--- src/rtl/if_fetch_queue.sv ---
// if_fetch_queue
// Instruction-fetch stage with a decoupling instruction queue. It holds the
// program counter and issues sequential fetches to a synchronous memory with
// one-cycle latency. Each returned instruction is buffered with its PC in a
// FIFO, and the FIFO feeds decode over a valid/ready handshake. A redirect
// flushes all buffered and in-flight fetches and restarts fetch at the target.
//
// Ports
//   clk, reset          clock; synchronous active-high reset
//   redirect            taken branch/jump; redirect_pc is the new fetch PC
//   imem_req            fetch request this cycle (combinational)
//   imem_addr           fetch address (= pc_q)
//   imem_rdata          instruction for the request issued in the previous cycle
//   out_valid           queue head valid
//   out_ready           decode accepts the head
//   out_instr/out_pc    head instruction and its PC
//   out_pc_plus4        out_pc + PC_STEP (wraps)
//   count               occupied queue entries
module if_fetch_queue #(
    parameter int unsigned     PC_W     = 16,
    parameter int unsigned     INSTR_W  = 32,
    parameter int unsigned     DEPTH    = 4,
    parameter logic [PC_W-1:0] RESET_PC = '0,
    parameter int unsigned     PC_STEP  = 4
) (
    input  logic                       clk,
    input  logic                       reset,
    input  logic                       redirect,
    input  logic [PC_W-1:0]            redirect_pc,
    output logic                       imem_req,
    output logic [PC_W-1:0]            imem_addr,
    input  logic [INSTR_W-1:0]         imem_rdata,
    output logic                       out_valid,
    input  logic                       out_ready,
    output logic [INSTR_W-1:0]         out_instr,
    output logic [PC_W-1:0]            out_pc,
    output logic [PC_W-1:0]            out_pc_plus4,
    output logic [$clog2(DEPTH):0]     count
);

    localparam int unsigned PTR_W = $clog2(DEPTH);
    localparam int unsigned CNT_W = PTR_W + 1;
    // One extra bit so count + inflight never wraps in the credit check.
    localparam int unsigned OCC_W = CNT_W + 1;

    if ((DEPTH < 2) || ((DEPTH & (DEPTH - 1)) != 0)) begin : g_bad_depth
        $error("if_fetch_queue: DEPTH must be a power of two and at least 2");
    end

    // Architectural state
    logic [PC_W-1:0]    pc_q;
    logic               inflight_q;
    logic [PC_W-1:0]    resp_pc_q;
    logic [PTR_W-1:0]   rd_ptr_q;
    logic [PTR_W-1:0]   wr_ptr_q;
    logic [CNT_W-1:0]   count_q;

    // Queue storage (data only, no reset needed)
    logic [INSTR_W-1:0] instr_mem [DEPTH];
    logic [PC_W-1:0]    pc_mem    [DEPTH];

    // Next-state values
    logic [PC_W-1:0]    pc_d;
    logic               inflight_d;
    logic [PC_W-1:0]    resp_pc_d;
    logic [PTR_W-1:0]   rd_ptr_d;
    logic [PTR_W-1:0]   wr_ptr_d;
    logic [CNT_W-1:0]   count_d;

    logic               pop_c;
    logic               push_c;
    logic               issue_c;
    logic [OCC_W-1:0]   occ_after_c;

    // Handshake, credit check and response capture decisions
    always_comb begin
        pop_c       = 1'b0;
        push_c      = 1'b0;
        issue_c     = 1'b0;
        occ_after_c = '0;

        pop_c = (count_q != '0) && out_ready;
        // Entries that will be held once the outstanding response lands and
        // the current pop retires; a new request is allowed only if it fits.
        occ_after_c = OCC_W'(count_q) + OCC_W'(inflight_q) - OCC_W'(pop_c);
        issue_c     = !reset && !redirect && (occ_after_c < OCC_W'(DEPTH));
        push_c      = inflight_q && !redirect && !reset;
    end

    // Next-state logic for PC, in-flight tracking, pointers and occupancy
    always_comb begin
        pc_d       = pc_q;
        inflight_d = inflight_q;
        resp_pc_d  = resp_pc_q;
        rd_ptr_d   = rd_ptr_q;
        wr_ptr_d   = wr_ptr_q;
        count_d    = count_q;

        if (reset) begin
            pc_d       = RESET_PC;
            inflight_d = 1'b0;
            rd_ptr_d   = '0;
            wr_ptr_d   = '0;
            count_d    = '0;
        end else if (redirect) begin
            // Queue and the pending response are dropped; a coinciding pop
            // has already been taken by decode.
            pc_d       = redirect_pc;
            inflight_d = 1'b0;
            rd_ptr_d   = '0;
            wr_ptr_d   = '0;
            count_d    = '0;
        end else begin
            if (issue_c) begin
                pc_d       = pc_q + PC_W'(PC_STEP);
                inflight_d = 1'b1;
                resp_pc_d  = pc_q;
            end else begin
                inflight_d = 1'b0;
            end

            if (pop_c) begin
                rd_ptr_d = rd_ptr_q + PTR_W'(1);
            end
            if (push_c) begin
                wr_ptr_d = wr_ptr_q + PTR_W'(1);
            end

            case ({push_c, pop_c})
                2'b10:   count_d = count_q + CNT_W'(1);
                2'b01:   count_d = count_q - CNT_W'(1);
                default: count_d = count_q;
            endcase
        end
    end

    // State registers
    always_ff @(posedge clk) begin
        pc_q       <= pc_d;
        inflight_q <= inflight_d;
        resp_pc_q  <= resp_pc_d;
        rd_ptr_q   <= rd_ptr_d;
        wr_ptr_q   <= wr_ptr_d;
        count_q    <= count_d;
    end

    // Queue write: capture the returning instruction with its fetch PC
    always_ff @(posedge clk) begin
        if (push_c) begin
            instr_mem[wr_ptr_q] <= imem_rdata;
            pc_mem[wr_ptr_q]    <= resp_pc_q;
        end
    end

    // Output drive
    always_comb begin
        imem_req     = issue_c;
        imem_addr    = pc_q;
        out_valid    = (count_q != '0);
        out_instr    = instr_mem[rd_ptr_q];
        out_pc       = pc_mem[rd_ptr_q];
        out_pc_plus4 = pc_mem[rd_ptr_q] + PC_W'(PC_STEP);
        count        = count_q;
    end

endmodule

--- config.mk ---
export PLATFORM = sky130hd
export DESIGN_NAME = if_fetch_queue
export DESIGN_NICKNAME = d
export VERILOG_FILES = /design/src/rtl/if_fetch_queue.sv
export SDC_FILE = /design/constraint.sdc
export NUM_CORES = 1
export LEC_CHECK = 0
export CAP_MARGIN = 20
export CORE_AREA = 2 2 159 200
export CTS_CLUSTER_DIAMETER = 200
export DETAILED_ROUTE_END_ITERATION = 16
export DIE_AREA = 0 0 161 202
export GPL_TIMING_DRIVEN = 0
export SYNTH_ARGS = -nofsm -noshare
export SYNTH_HDL_FRONTEND = slang
export SYNTH_SLANG_ARGS = --single-unit
--- constraint.sdc ---
create_clock -name clk -period 10.2 [get_ports clk]
set_input_delay 3.06 -clock clk [delete_from_list [all_inputs] [get_ports clk]]
set_output_delay 3.06 -clock clk [all_outputs]
set_load 0.02 [all_outputs]
==> run summary <==
ys flop type - edfxtp_1
Synth Net Count - 534
core area - 30600 um^2
PwrDens - 168 nW/um^2
max cap viols - 0
area grow syn2layout - 29.6%
Final setup viols - 0
WL final - 18400 um
die area - 32500 um^2
post-synthesis instance total - 471
CTS Buffer Depth - 3
total net switching power - 395 uW
final worst slack - 0.957 ns
clock root buffer - clkbuf_16
Skew-Pair Late Insertion Delay - 0.50 ns
Final period util - 0.906
Synth cell types - 47
Initial Utilization - 0.298
share of total power in sequential cells - 0.538
ys async rst share - 0
WL per Instance - 17.3 um
Hold WC Path Type - register to register
clk_skew - 0.00951 ns
post-route antenna net violation count - 0
Rel. slew slack - 0.498
routed vias - 4754
Worst IR Drop VDD - 0.107 mV
Post-CTS Hold Fix Bufs - 0
max-slew violations - 0
status - finished clean
share of cells above drive strength 1 - 0.172
slew at the pin closest to its max-slew limit - 0.752 ns
Pre-antenna DRT Iters - 4
Post-CTS Setup Bufs - 0
Comb pwr share - 0.045
Internal - 1.59 mW
leakage - 3.78 nW
Cell Area, Synth - 9130 um^2
clk sinks - 234
gpl congestion - 0.736
Post-CTS Resized - 0
DRT iter0 DRCs - 229
Post-DP HPWL - 12600 um
syn avg cell area - 19.4 um^2
Yosys reg bits - 234
Die H - 202 um
nets@finish - 700
R2R Setup Slk - 6.91 ns
commonest cells after routing, fill and taps aside - 208 x edfxtp_1, 134 x clkdlybuf4s50_1, 48 x mux4_2, 26 x nor2_1, 26 x dfxtp_1
CTS H-tree depth - 1
slowest CP cell - clkdlybuf4s50_1
Vias/cell - 4.47
Critical Path End Type - output pin
Startpoint Class - input port
die width - 161 um
I/O Pins - 137
CP max stage delay - 0.72 ns
fin crit period - 9.24 ns
worst endpoint required time - 7.14 ns
n_diodes - 0
Yosys warning total - 0
sequential area share after synthesis - 0.742
Num CTS Buffers - 25
TritonCTS clock tree - done
Fmax - 108 MHz
first-pass GRT wire length - 28400 um
Post-synth EDFFs - 208
GRT Total Usage - 0.112
Switching Fraction - 0.199
final hold vios - 0
Clock Power Share - 0.418
total congestion overflow - 0
critical-path cell list - clkdlybuf4s50_1 > and2_1 > ha_1 > inv_1 > ha_1 > and3b_1 > nor4_4 > buf_2 > nor2_1 > nor2_1 > clkdlybuf4s50_1
RSZ-0062 raised after global routing - no
DR DRC count - 0
crit path max fanout - 10
dpl ws - 0.931 ns
Port-buffer cells - 134
data arrival time of the critical path - 6.18 ns
CP Class - input port to output pin
largest net degree at the start of global routing - 33
vias in the first global route - 4971
leading cell type in the layout, fill and taps excluded - edfxtp_1
initial antenna violation count - 0
clock-pin slew on the worst setup and hold paths - 0.06 ns
setup TNS - 0 ns
Rows - 72
## worst max-delay path, delay by kind of cell
kind          cells  cell delay, ns
fa+ha+maj         2            0.44
buf+inv           4            1.46
simple gates      5            1.21
## routing by layer
metal | global-route usage | share of wire
met1 | 0.149 | 0.44
met2 | 0.191 | 0.49
met3 | 0.0197 | 0.060
met4 | 0.0300 | 0.015
met5 | 0 | 0
## final cells by class
type | instances | area [um^2]
Tap cell | 407 | 509
Fill cell | 2834 | 18800
Multi-Input combinational cell | 200 | 2180
Clock buffer | 36 | 677
Clock inverter | 10 | 85.1
Timing Repair Buffer | 139 | 1430
Buffer | 22 | 126
Inverter | 15 | 56.3
Sequential cell | 234 | 6770
## path summary, 6_finish.rpt
kind | start | end | depth (start not counted)
worst min-delay path | imem_addr[1] | resp_pc_q[1] | 0
worst max-delay path | out_ready | imem_req | 11
worst max register to register | count[2] | resp_pc_q[5] | 11
worst min register to register | imem_addr[1] | resp_pc_q[1] | 0
## cell usage after synthesis (2+ instances only)
| library cell | instances | area, um^2 |
|---|---|---|
| or3_1 | 4 | 25.0 |
| o21ai_0 | 3 | 15.0 |
| and2_1 | 2 | 12.5 |
| inv_1 | 15 | 56.3 |
| and2_4 | 2 | 17.5 |
| clkbuf_1 | 7 | 26.3 |
| a211oi_1 | 5 | 37.5 |
| buf_4 | 3 | 22.5 |
| o21ai_1 | 3 | 15.0 |
| o21a_1 | 5 | 37.5 |
| nor2_1 | 26 | 97.6 |
| edfxtp_1 | 208 | 6250 |
| and3_1 | 8 | 50.1 |
| ha_1 | 10 | 125 |
| nand3_1 | 5 | 25.0 |
| xor2_1 | 15 | 131 |
| a311oi_1 | 2 | 17.5 |
| mux4_2 | 48 | 1080 |
| nand2_1 | 11 | 41.3 |
| a21oi_1 | 7 | 35.0 |
| o2111ai_1 | 6 | 52.6 |
| mux2i_1 | 6 | 60.1 |
| buf_1 | 3 | 11.3 |
| and3_4 | 2 | 22.5 |
| dfxtp_1 | 26 | 521 |
| xnor2_1 | 12 | 105 |
| buf_2 | 7 | 35.0 |
## flip-flops by register name, indices dropped and copies added, names as in the netlist, named ones only
register    flops
resp_pc_q      16
count           3
inflight_q      1
instr_mem     128
pc_mem         64
wr_ptr_q        2
rd_ptr_q        2
imem_addr      16
## power by group through the flow
stage               clock, mW  sequential (mW)  combinational (mW)
finish                  0.829             1.07              0.0891
global route            0.892             1.07              0.0959
CTS                     0.855             1.07              0.0902
detailed placement          0             1.09              0.0896
global placement            0             1.09              0.0880
floorplan                   0             1.09              0.0325
## cells by family after synthesis
group                    Yosys count  share of synthesized area
AO/OA/AOI/OAI                     36                     0.0274
multiplexers                      54                      0.125
flip-flops                       234                      0.742
buffers and inverters             37                     0.0200
adder cells (fa/ha/maj)           11                     0.0159
XOR/XNOR                          27                     0.0259
AND/OR/NAND/NOR                   72                     0.0442
## metrics by stage
stage / area [um^2] / std cells / util / hold WS (ns) / total power [mW]
after floorplan: 9130 / 471 / - / 0.459 / 1.12
after global placement: 11000 / 1012 / 0.358 / 0.479 / 1.18
after detailed placement: 11100 / 1017 / 0.361 / 0.478 / 1.18
after CTS: 11800 / 1063 / 0.386 / 0.497 / 2.01
after global routing: 11800 / 1063 / 0.386 / 0.510 / 2.06
final: 11800 / 1063 / 0.386 / 0.485 / 1.98
Power figures use the tool's default switching activity.
